<file path="src/rtl/multicycle_pkg.sv">
// Shared encodings for the multicycle MIPS control FSM: states, opcodes, mux selects.
// No logic, so no latency or backpressure behaviour.
// The opcode dispatch helper is shared by the FSM's ID state.
package multicycle_pkg;

    typedef enum logic [3:0] {
        S_IF    = 4'd0,
        S_ID    = 4'd1,
        S_MADDR = 4'd2,
        S_MRD   = 4'd3,
        S_MWB   = 4'd4,
        S_MWR   = 4'd5,
        S_REXE  = 4'd6,
        S_RWB   = 4'd7,
        S_BEQ   = 4'd8,
        S_JMP   = 4'd9,
        S_IEXE  = 4'd10,
        S_IWB   = 4'd11,
        S_HALT  = 4'd12
    } state_t;

    localparam logic [5:0] OP_RTYPE = 6'b000000;
    localparam logic [5:0] OP_LW    = 6'b100011;
    localparam logic [5:0] OP_SW    = 6'b101011;
    localparam logic [5:0] OP_BEQ   = 6'b000100;
    localparam logic [5:0] OP_J     = 6'b000010;
    localparam logic [5:0] OP_ADDI  = 6'b001000;

    localparam logic [1:0] ALU_ADD   = 2'd0;
    localparam logic [1:0] ALU_SUB   = 2'd1;
    localparam logic [1:0] ALU_FUNCT = 2'd2;

    localparam logic [1:0] SRCB_B      = 2'd0;
    localparam logic [1:0] SRCB_FOUR   = 2'd1;
    localparam logic [1:0] SRCB_IMM    = 2'd2;
    localparam logic [1:0] SRCB_IMM_SH = 2'd3;

    localparam logic [1:0] PCSRC_ALU    = 2'd0;
    localparam logic [1:0] PCSRC_ALUOUT = 2'd1;
    localparam logic [1:0] PCSRC_JUMP   = 2'd2;

    // Unsupported opcodes fall through to HALT; there is no trap path.
    function automatic state_t decode_opcode(input logic [5:0] op);
        case (op)
            OP_RTYPE:     return S_REXE;
            OP_LW, OP_SW: return S_MADDR;
            OP_BEQ:       return S_BEQ;
            OP_J:         return S_JMP;
            OP_ADDI:      return S_IEXE;
            default:      return S_HALT;
        endcase
    endfunction

endpackage

</file>
<file path="src/rtl/multicycle_perf_counter.sv">
// Cycle and retired-instruction counters, present only with MULTICYCLE_CTRL_PERF_EN.
// Counts update on the edge after the qualifying cycle; both wrap silently.
// No backpressure: increments are single-cycle strobes from the control FSM.
`ifdef MULTICYCLE_CTRL_PERF_EN
module multicycle_perf_counter (
    input  logic        clock,
    input  logic        reset,
    input  logic        cycle_inc,
    input  logic        instr_inc,
    output logic [31:0] cycle_count,
    output logic [31:0] instr_count
);

    always_ff @(posedge clock or negedge reset) begin
        if (!reset) begin
            cycle_count <= '0;
            instr_count <= '0;
        end else begin
            if (cycle_inc) cycle_count <= cycle_count + 32'd1;
            if (instr_inc) instr_count <= instr_count + 32'd1;
        end
    end

endmodule
`endif

</file>
<file path="src/rtl/multicycle_control.sv">
// Main control FSM of the multicycle MIPS datapath; optional counters via MULTICYCLE_CTRL_PERF_EN.
// Moore decode of state, except ir_write/pc_write in IF which follow mem_ready combinationally.
// Stalls in IF/MRD/MWR with mem_req held high until mem_ready; HALT is left only by reset.
module multicycle_control #(
    parameter int OPW = 6,
    parameter int STW = 4
) (
    input  logic           clock,
    input  logic           reset,
    input  logic [OPW-1:0] opcode,
    input  logic [OPW-1:0] funct,
    input  logic           zero,
    input  logic           mem_ready,
    output logic           mem_req,
    output logic           mem_write,
    output logic           iord,
    output logic           ir_write,
    output logic           pc_write,
    output logic           pc_write_cond,
    output logic [1:0]     pc_source,
    output logic           alu_src_a,
    output logic [1:0]     alu_src_b,
    output logic [1:0]     alu_op,
    output logic           reg_write,
    output logic           reg_dst,
    output logic           mem_to_reg,
    output logic           halted,
    output logic [STW-1:0] state
`ifdef MULTICYCLE_CTRL_PERF_EN
    ,
    output logic [31:0]    cycle_count,
    output logic [31:0]    instr_count
`else
    // core-only build: no counter ports
`endif
);

    import multicycle_pkg::*;

    state_t     state_q;
    state_t     state_d;
    logic [5:0] op6;

    assign op6   = 6'(opcode);
    assign state = STW'(state_q);

    // funct is decoded by ALU control and zero gates pc_write_cond in the datapath;
    // neither steers this FSM.
    logic unused_inputs;
    assign unused_inputs = ^{funct, zero};

    always_ff @(posedge clock or negedge reset) begin
        if (!reset) state_q <= S_IF;
        else        state_q <= state_d;
    end

    always_comb begin
        state_d       = state_q;
        mem_req       = 1'b0;
        mem_write     = 1'b0;
        iord          = 1'b0;
        ir_write      = 1'b0;
        pc_write      = 1'b0;
        pc_write_cond = 1'b0;
        pc_source     = PCSRC_ALU;
        alu_src_a     = 1'b0;
        alu_src_b     = SRCB_B;
        alu_op        = ALU_ADD;
        reg_write     = 1'b0;
        reg_dst       = 1'b0;
        mem_to_reg    = 1'b0;
        halted        = 1'b0;

        case (state_q)
            S_IF: begin
                mem_req   = 1'b1;
                alu_src_b = SRCB_FOUR;
                ir_write  = mem_ready;
                pc_write  = mem_ready;
                if (mem_ready) state_d = S_ID;
            end
            S_ID: begin
                // Speculatively form the branch target into ALUOut.
                alu_src_b = SRCB_IMM_SH;
                state_d   = decode_opcode(op6);
            end
            S_MADDR: begin
                alu_src_a = 1'b1;
                alu_src_b = SRCB_IMM;
                state_d   = (op6 == OP_SW) ? S_MWR : S_MRD;
            end
            S_MRD: begin
                mem_req = 1'b1;
                iord    = 1'b1;
                if (mem_ready) state_d = S_MWB;
            end
            S_MWB: begin
                reg_write  = 1'b1;
                mem_to_reg = 1'b1;
                state_d    = S_IF;
            end
            S_MWR: begin
                mem_req   = 1'b1;
                mem_write = 1'b1;
                iord      = 1'b1;
                if (mem_ready) state_d = S_IF;
            end
            S_REXE: begin
                alu_src_a = 1'b1;
                alu_op    = ALU_FUNCT;
                state_d   = S_RWB;
            end
            S_RWB: begin
                reg_write = 1'b1;
                reg_dst   = 1'b1;
                state_d   = S_IF;
            end
            S_BEQ: begin
                alu_src_a     = 1'b1;
                alu_op        = ALU_SUB;
                pc_write_cond = 1'b1;
                pc_source     = PCSRC_ALUOUT;
                state_d       = S_IF;
            end
            S_JMP: begin
                pc_write  = 1'b1;
                pc_source = PCSRC_JUMP;
                state_d   = S_IF;
            end
            S_IEXE: begin
                alu_src_a = 1'b1;
                alu_src_b = SRCB_IMM;
                state_d   = S_IWB;
            end
            S_IWB: begin
                reg_write = 1'b1;
                state_d   = S_IF;
            end
            S_HALT: begin
                halted  = 1'b1;
                state_d = S_HALT;
            end
            // Encodings 13-15 are unreachable; recover into HALT.
            default: state_d = S_HALT;
        endcase
    end

`ifdef MULTICYCLE_CTRL_PERF_EN
    multicycle_perf_counter u_perf (
        .clock       (clock),
        .reset       (reset),
        .cycle_inc   (state_q != S_HALT),
        .instr_inc   ((state_q != S_IF) && (state_d == S_IF)),
        .cycle_count (cycle_count),
        .instr_count (instr_count)
    );
`else
    // counters absent in the core-only build
`endif

endmodule
</file>
<file path="config.mk">
export PLATFORM = sky130hd
export DESIGN_NAME = multicycle_control
export DESIGN_NICKNAME = d
export VERILOG_FILES = /design/src/rtl/multicycle_pkg.sv /design/src/rtl/multicycle_perf_counter.sv /design/src/rtl/multicycle_control.sv
export SDC_FILE = /design/constraint.sdc
export NUM_CORES = 1
export LEC_CHECK = 0
export CELL_PAD_IN_SITES_DETAIL_PLACEMENT = 0
export CELL_PAD_IN_SITES_GLOBAL_PLACEMENT = 1
export CORE_AREA = 8 8 59 61
export CTS_CLUSTER_SIZE = 20
export DETAILED_ROUTE_END_ITERATION = 16
export DIE_AREA = 0 0 67 69
export PLACE_DENSITY = 0.72
export SYNTH_ARGS = -nofsm -noshare
export SYNTH_HDL_FRONTEND = slang
export SYNTH_SLANG_ARGS = --single-unit
</file>
<file path="constraint.sdc">
create_clock -name clock -period 1.6 [get_ports clock]
set_input_delay 0.16 -clock clock [delete_from_list [all_inputs] [get_ports clock]]
set_output_delay 0.16 -clock clock [all_outputs]
set_load 0.05 [all_outputs]
</file>
Word level (Yosys, flattened, before mapping)

Index checks and enable logic that the tools add are counted.

Bits in registers: 4
Output and inout bits: 21

Muxes and demuxes: 20
Reductions and logical operators: 10
Equality and inequality tests: 20

Operator list:

| kind                 | number |
|---|---|
| $pmux W4 S8          | 1 |
| $eq A4 B4 Y1 const B | 5 |
| $pmux W4 S5          | 1 |
| $eq A4 B3 Y1 const B | 4 |
| $eq A6 B6 Y1 const B | 2 |
| $mux W4              | 3 |
| $mux W1              | 10 |
| $eq A4 B2 Y1 const B | 2 |
| $pmux W2 S2          | 2 |
| $eq A6 B2 Y1 const B | 1 |
| $eq A6 B3 Y1 const B | 1 |
| $eq A6 B4 Y1 const B | 1 |
| $logic_not A6 Y1     | 1 |
| $ne A2 B2 Y1 const B | 3 |
| $pmux W2 S3          | 1 |
| $reduce_or A2 Y1     | 3 |
| $reduce_or A3 Y1     | 2 |
| $reduce_or A5 Y1     | 1 |
| $eq A4 B1 Y1 const B | 1 |
| $logic_not A4 Y1     | 1 |
| $reduce_or A4 Y1     | 1 |
| $mux W3              | 1 |
| $reduce_and A3 Y1    | 1 |
| $pmux W1 S2          | 1 |

Depth between registers and ports, before layout

Depth after elaboration: 4
Mapped depth: 5
Gate-level depth less buffers: 4

Worst setup path after synthesis

No wires, ideal clock.

Kind: flip-flop to output port
Start point: register state_q[0] (netlist: state[0])
End point: output alu_op[0]
Slack: -1.133 ns
Path buffers: 3
Data arrival time: 2.573 ns
Cell stages (with the launch flop): 5
Cells stage by stage: dfrtp_1 clkbuf_1 clkbuf_1 nor3_1 buf_4

Cells in the longest elaborated chain, start to end: 2

RTL lines:

| element                                      | RTL line                 | text |
|---|---|---|
| from (decl)                                  | multicycle_control.sv:40 | `state_t state_q;` |
| from (signal assigned)                       | multicycle_control.sv:54 | `else state_q <= state_d;` |
| $eq A4 B4 Y1 or $eq A4 B3 Y1 (tied branches) | multicycle_control.sv:74 | `case (state_q)` |
| $pmux W2 S2 *                                | multicycle_control.sv:74 |  |
| to (decl)                                    | multicycle_control.sv:23 | `output logic [1:0] alu_op,` |

Every way passes the cells marked *; elsewhere a longest branch is shown, timed or not.

Worst setup path in the final report

Start point: register state_q[2] (netlist: state[2])
End point: output mem_req

Cells in the longest elaborated chain, start to end: 3

RTL lines:

| element                              | RTL line                 | text |
|---|---|---|
| $eq A4 B3 Y1 (tied with other cells) | multicycle_control.sv:74 |  |
| $reduce_or A3 Y1 (no line) *         | --                       |  |
| $mux W1 *                            | multicycle_control.sv:74 |  |
| to (decl)                            | multicycle_control.sv:14 | `output logic mem_req,` |

Marks and branches as above.

==> results.yml <==
outcome:
  run_status: "finished with violations"
  failed_checks: "negative setup slack"
placement:
  port_buffers: 29
  placed_cells: 140
  hpwl_um: 1686
  post-place-ws_ps: -239.5
  place.gp.congestion: 0.7893
routing:
  remaining_drc_errors: 0
  firstDrtPassIters: 4
  routed_wl_um: 2270
  wl_per_cell_um: 14.93
  avgViaCountPerCell: 4.941
  ant_nets: 0
  drt_iter0_markers: 10
  route.vias.total: 751
final_layout:
  layout.nets: 139
  final_cells: 152
  nFillCells: 250
  antenna-diode-count: 0
  largest_reg_flops: 4
  layout-drive-gt1-share_pct: 61.98
  area_delta_synth_final_pct: 172.3
synth:
  syn-cell-area_um2: 514.2
  syn_area_per_cell_um2: 6.857
  synth.distinct_cells: 32
  yosysSeqAreaShare_pct: 19.46
  synth_nets: 91
  netlist_instances: 75
  ys_ff_latch: 4
  yosys_warnings: 0
timing:
  rsz0062_at_grt: "yes"
  finalSetupViolations: 3
  report.final.slew_viol_count: 0
  period_needed_ps: 1610
  hold_violations: 0
  finClkSkew_ps: 0.4580
  fin_hold_ws_ps: 120.1
  post-route-period-util_pct: 100.7
  relSlewSlack_pct: 68.12
  clock.fmax_mhz: 620.9
  tightest_slew_ps: 466.1
  finalWorstSetupSlack_ps: -10.47
pwr:
  switching_share_pct: 23.02
  p_leak_nw: 0.5043
  peakVddDrop_mv: 0.2091
  p_clk_share_pct: 45.2
  power_density_nw_per_um2: 201.7
  internal_power_uw: 217.4
  p_sw_uw: 65.02
  pwr-share-comb_pct: 18.8
  seqPwrFrac_pct: 36.0
setup_path:
  cp_top_family: "flip-flops"
  r2r_start: "state[2]"
  reg2regPathDepth: 5
  r2r-end: "state[2]"
  critical_path_required_ps: 1440
  arrival_ps: 1450
  startpoint_type: "register"
  r2r_slack_ps: 100
  cp.buffers_inverters: 2
  endpoint_kind: "output port"
  slowest_delay_ps: 520
  cp_slowest_cell: "dfrtp_4"
  critPathKind: "reg -> out"
  cp_max_fo: 6
  path_cells: "buf_4 -> nand3b_1 -> a21oi_4 -> buf_12"
clocking:
  clock_sinks: 4
  cts-root-buf: "clkbuf_4"
  clk_latency_ps: 240
  cts_max_level: 1
  clk_pin_slew_ps: 40
  cts.path.max_buffers: 2
  numCtsBuffers: 3
  tritoncts: "built"
  postCtsHoldBufs: 0
floorplan:
  core_region_area_um2: 2615
  start_util_pct: 19.67
  die_w_um: 67
  num_rows: 19
  dieHeight_um: 69
  io_pins: 37
  dieArea_um2: 4623
hold_path:
  hold_class: "in -> async"
grt:
  grt_max_degree: 12
  grt_usage_pct: 9.354
  grt_overflow_total: 0
  antenna_found_initial: 0
  grt_pass1_wl_um: 3539
  grt_pass1_vias: 753
job:
  cap_violations: 0
[layout by cell type, fill, tap and decap left out, types with 3 or more instances in the layout]
cell type,instances
a21oi_1,3
buf_12,23
clkdlybuf4s50_1,8
nor2_4,4
nor3_1,3
nand2_1,3
o21ai_0,4
dfrtp_2,3
nor3_4,5
buf_4,19
nand2_2,4
clkbuf_4,3
[Yosys cell counts (all sizes together)]
library cell / n / share of area [%]
nor3: 8 / 7.8
nand2: 7 / 5.1
nor2: 7 / 5.1
o21ai: 5 / 4.9
a21oi: 4 / 3.9
buf: 4 / 4.6
clkbuf: 4 / 2.9
dfrtp: 4 / 19
nand2b: 3 / 3.7
o2111ai: 3 / 5.1
and3: 2 / 2.7
nor2b: 2 / 2.4
nor3b: 2 / 2.9
nor4b: 2 / 3.4
o21a: 2 / 2.9
or2: 2 / 2.4
xnor2: 2 / 3.4
a2111oi: 1 / 1.7
a211oi: 1 / 1.5
a21o: 1 / 1.5
a31oi: 1 / 1.2
and2: 1 / 1.2
inv: 1 / 0.73
nand3: 1 / 0.97
nand3b: 1 / 1.5
o22ai: 1 / 1.2
o311a: 1 / 1.9
o41ai: 1 / 1.7
or4: 1 / 2.2
[through the flow]
step / cell area (µm²) / setup TNS (ps) / util [%] / total power, mW
2_1_floorplan: 681.9 / -1181 / - / 0.1136
4_1_cts: 1314 / -26.06 / 50.24 / 0.2845
3_3_place_gp: 1246 / -324.3 / 47.66 / 0.1539
6_report: 1400 / -13.39 / 53.54 / 0.2825
5_1_grt: 1400 / -307.1 / 53.54 / 0.2979
3_5_place_dp: 1246 / -338.5 / 47.66 / 0.1547
[per-layer routing]
metal / GRT usage [%] / up-vias / wire length, µm / part of all wire (%)
met2: 15.21 / 17 / 1174 / 52
met4: 4.186 / 0 / 19 / 0.84
met3: 1.777 / 2 / 96 / 4.2
met5: 0 / - / 0 / 0
met1: 11.36 / 363 / 980 / 43
li1: - / 369 / - / -
[area by class of cell]
cell class              instances  area, µm²  share of cell area (%)
inverters                       1      3.754                  0.2681
clock buffers                   3      22.52                   1.609
flip-flops and latches          4      107.6                   7.685
repair buffers                 51      694.4                   49.60
well taps                      31      38.79                   2.770
multi-input cells              62      533.0                   38.07
[how the worst max path moves through the flow]
stage,start,end,slack [ps],cells past startpoint
global route,state[2],alu_src_a,-50,5
floorplan,state[2],pc_write,-190,5
detailed placement,opcode[1],state[2],-240,5
CTS,state[2],reg_write,-10,4
finish,state[2],mem_req,-10,4
global placement,opcode[1],state[2],-230,5
[timing repair]
| item | CTS | global route |
|---|---|---|
| pin swaps | 3 | 6 |
| resized for setup | 3 | 8 |
| setup endpoints to repair | 11 | 8 |
| buffers inserted | 5 | 4 |
[power by group through the flow]
| stage | registers [mW] | clock network (mW) | logic (mW) |
|---|---|---|---|
| floorplan | 0.103 | 0 | 0.0107 |
| global placement | 0.103 | 0 | 0.0509 |
| detailed placement | 0.103 | 0 | 0.0517 |
| CTS | 0.102 | 0.131 | 0.0522 |
| global route | 0.102 | 0.139 | 0.0575 |
| finish | 0.102 | 0.128 | 0.0532 |
[cell families after synthesis]
family	after synthesis	share of synthesized area [%]
flops	4	19.47
compound gates	21	27.50
buf+inv	9	8.268
simple gates	39	41.37
xor+xnor	2	3.407
(Power assumes the default switching activity.)
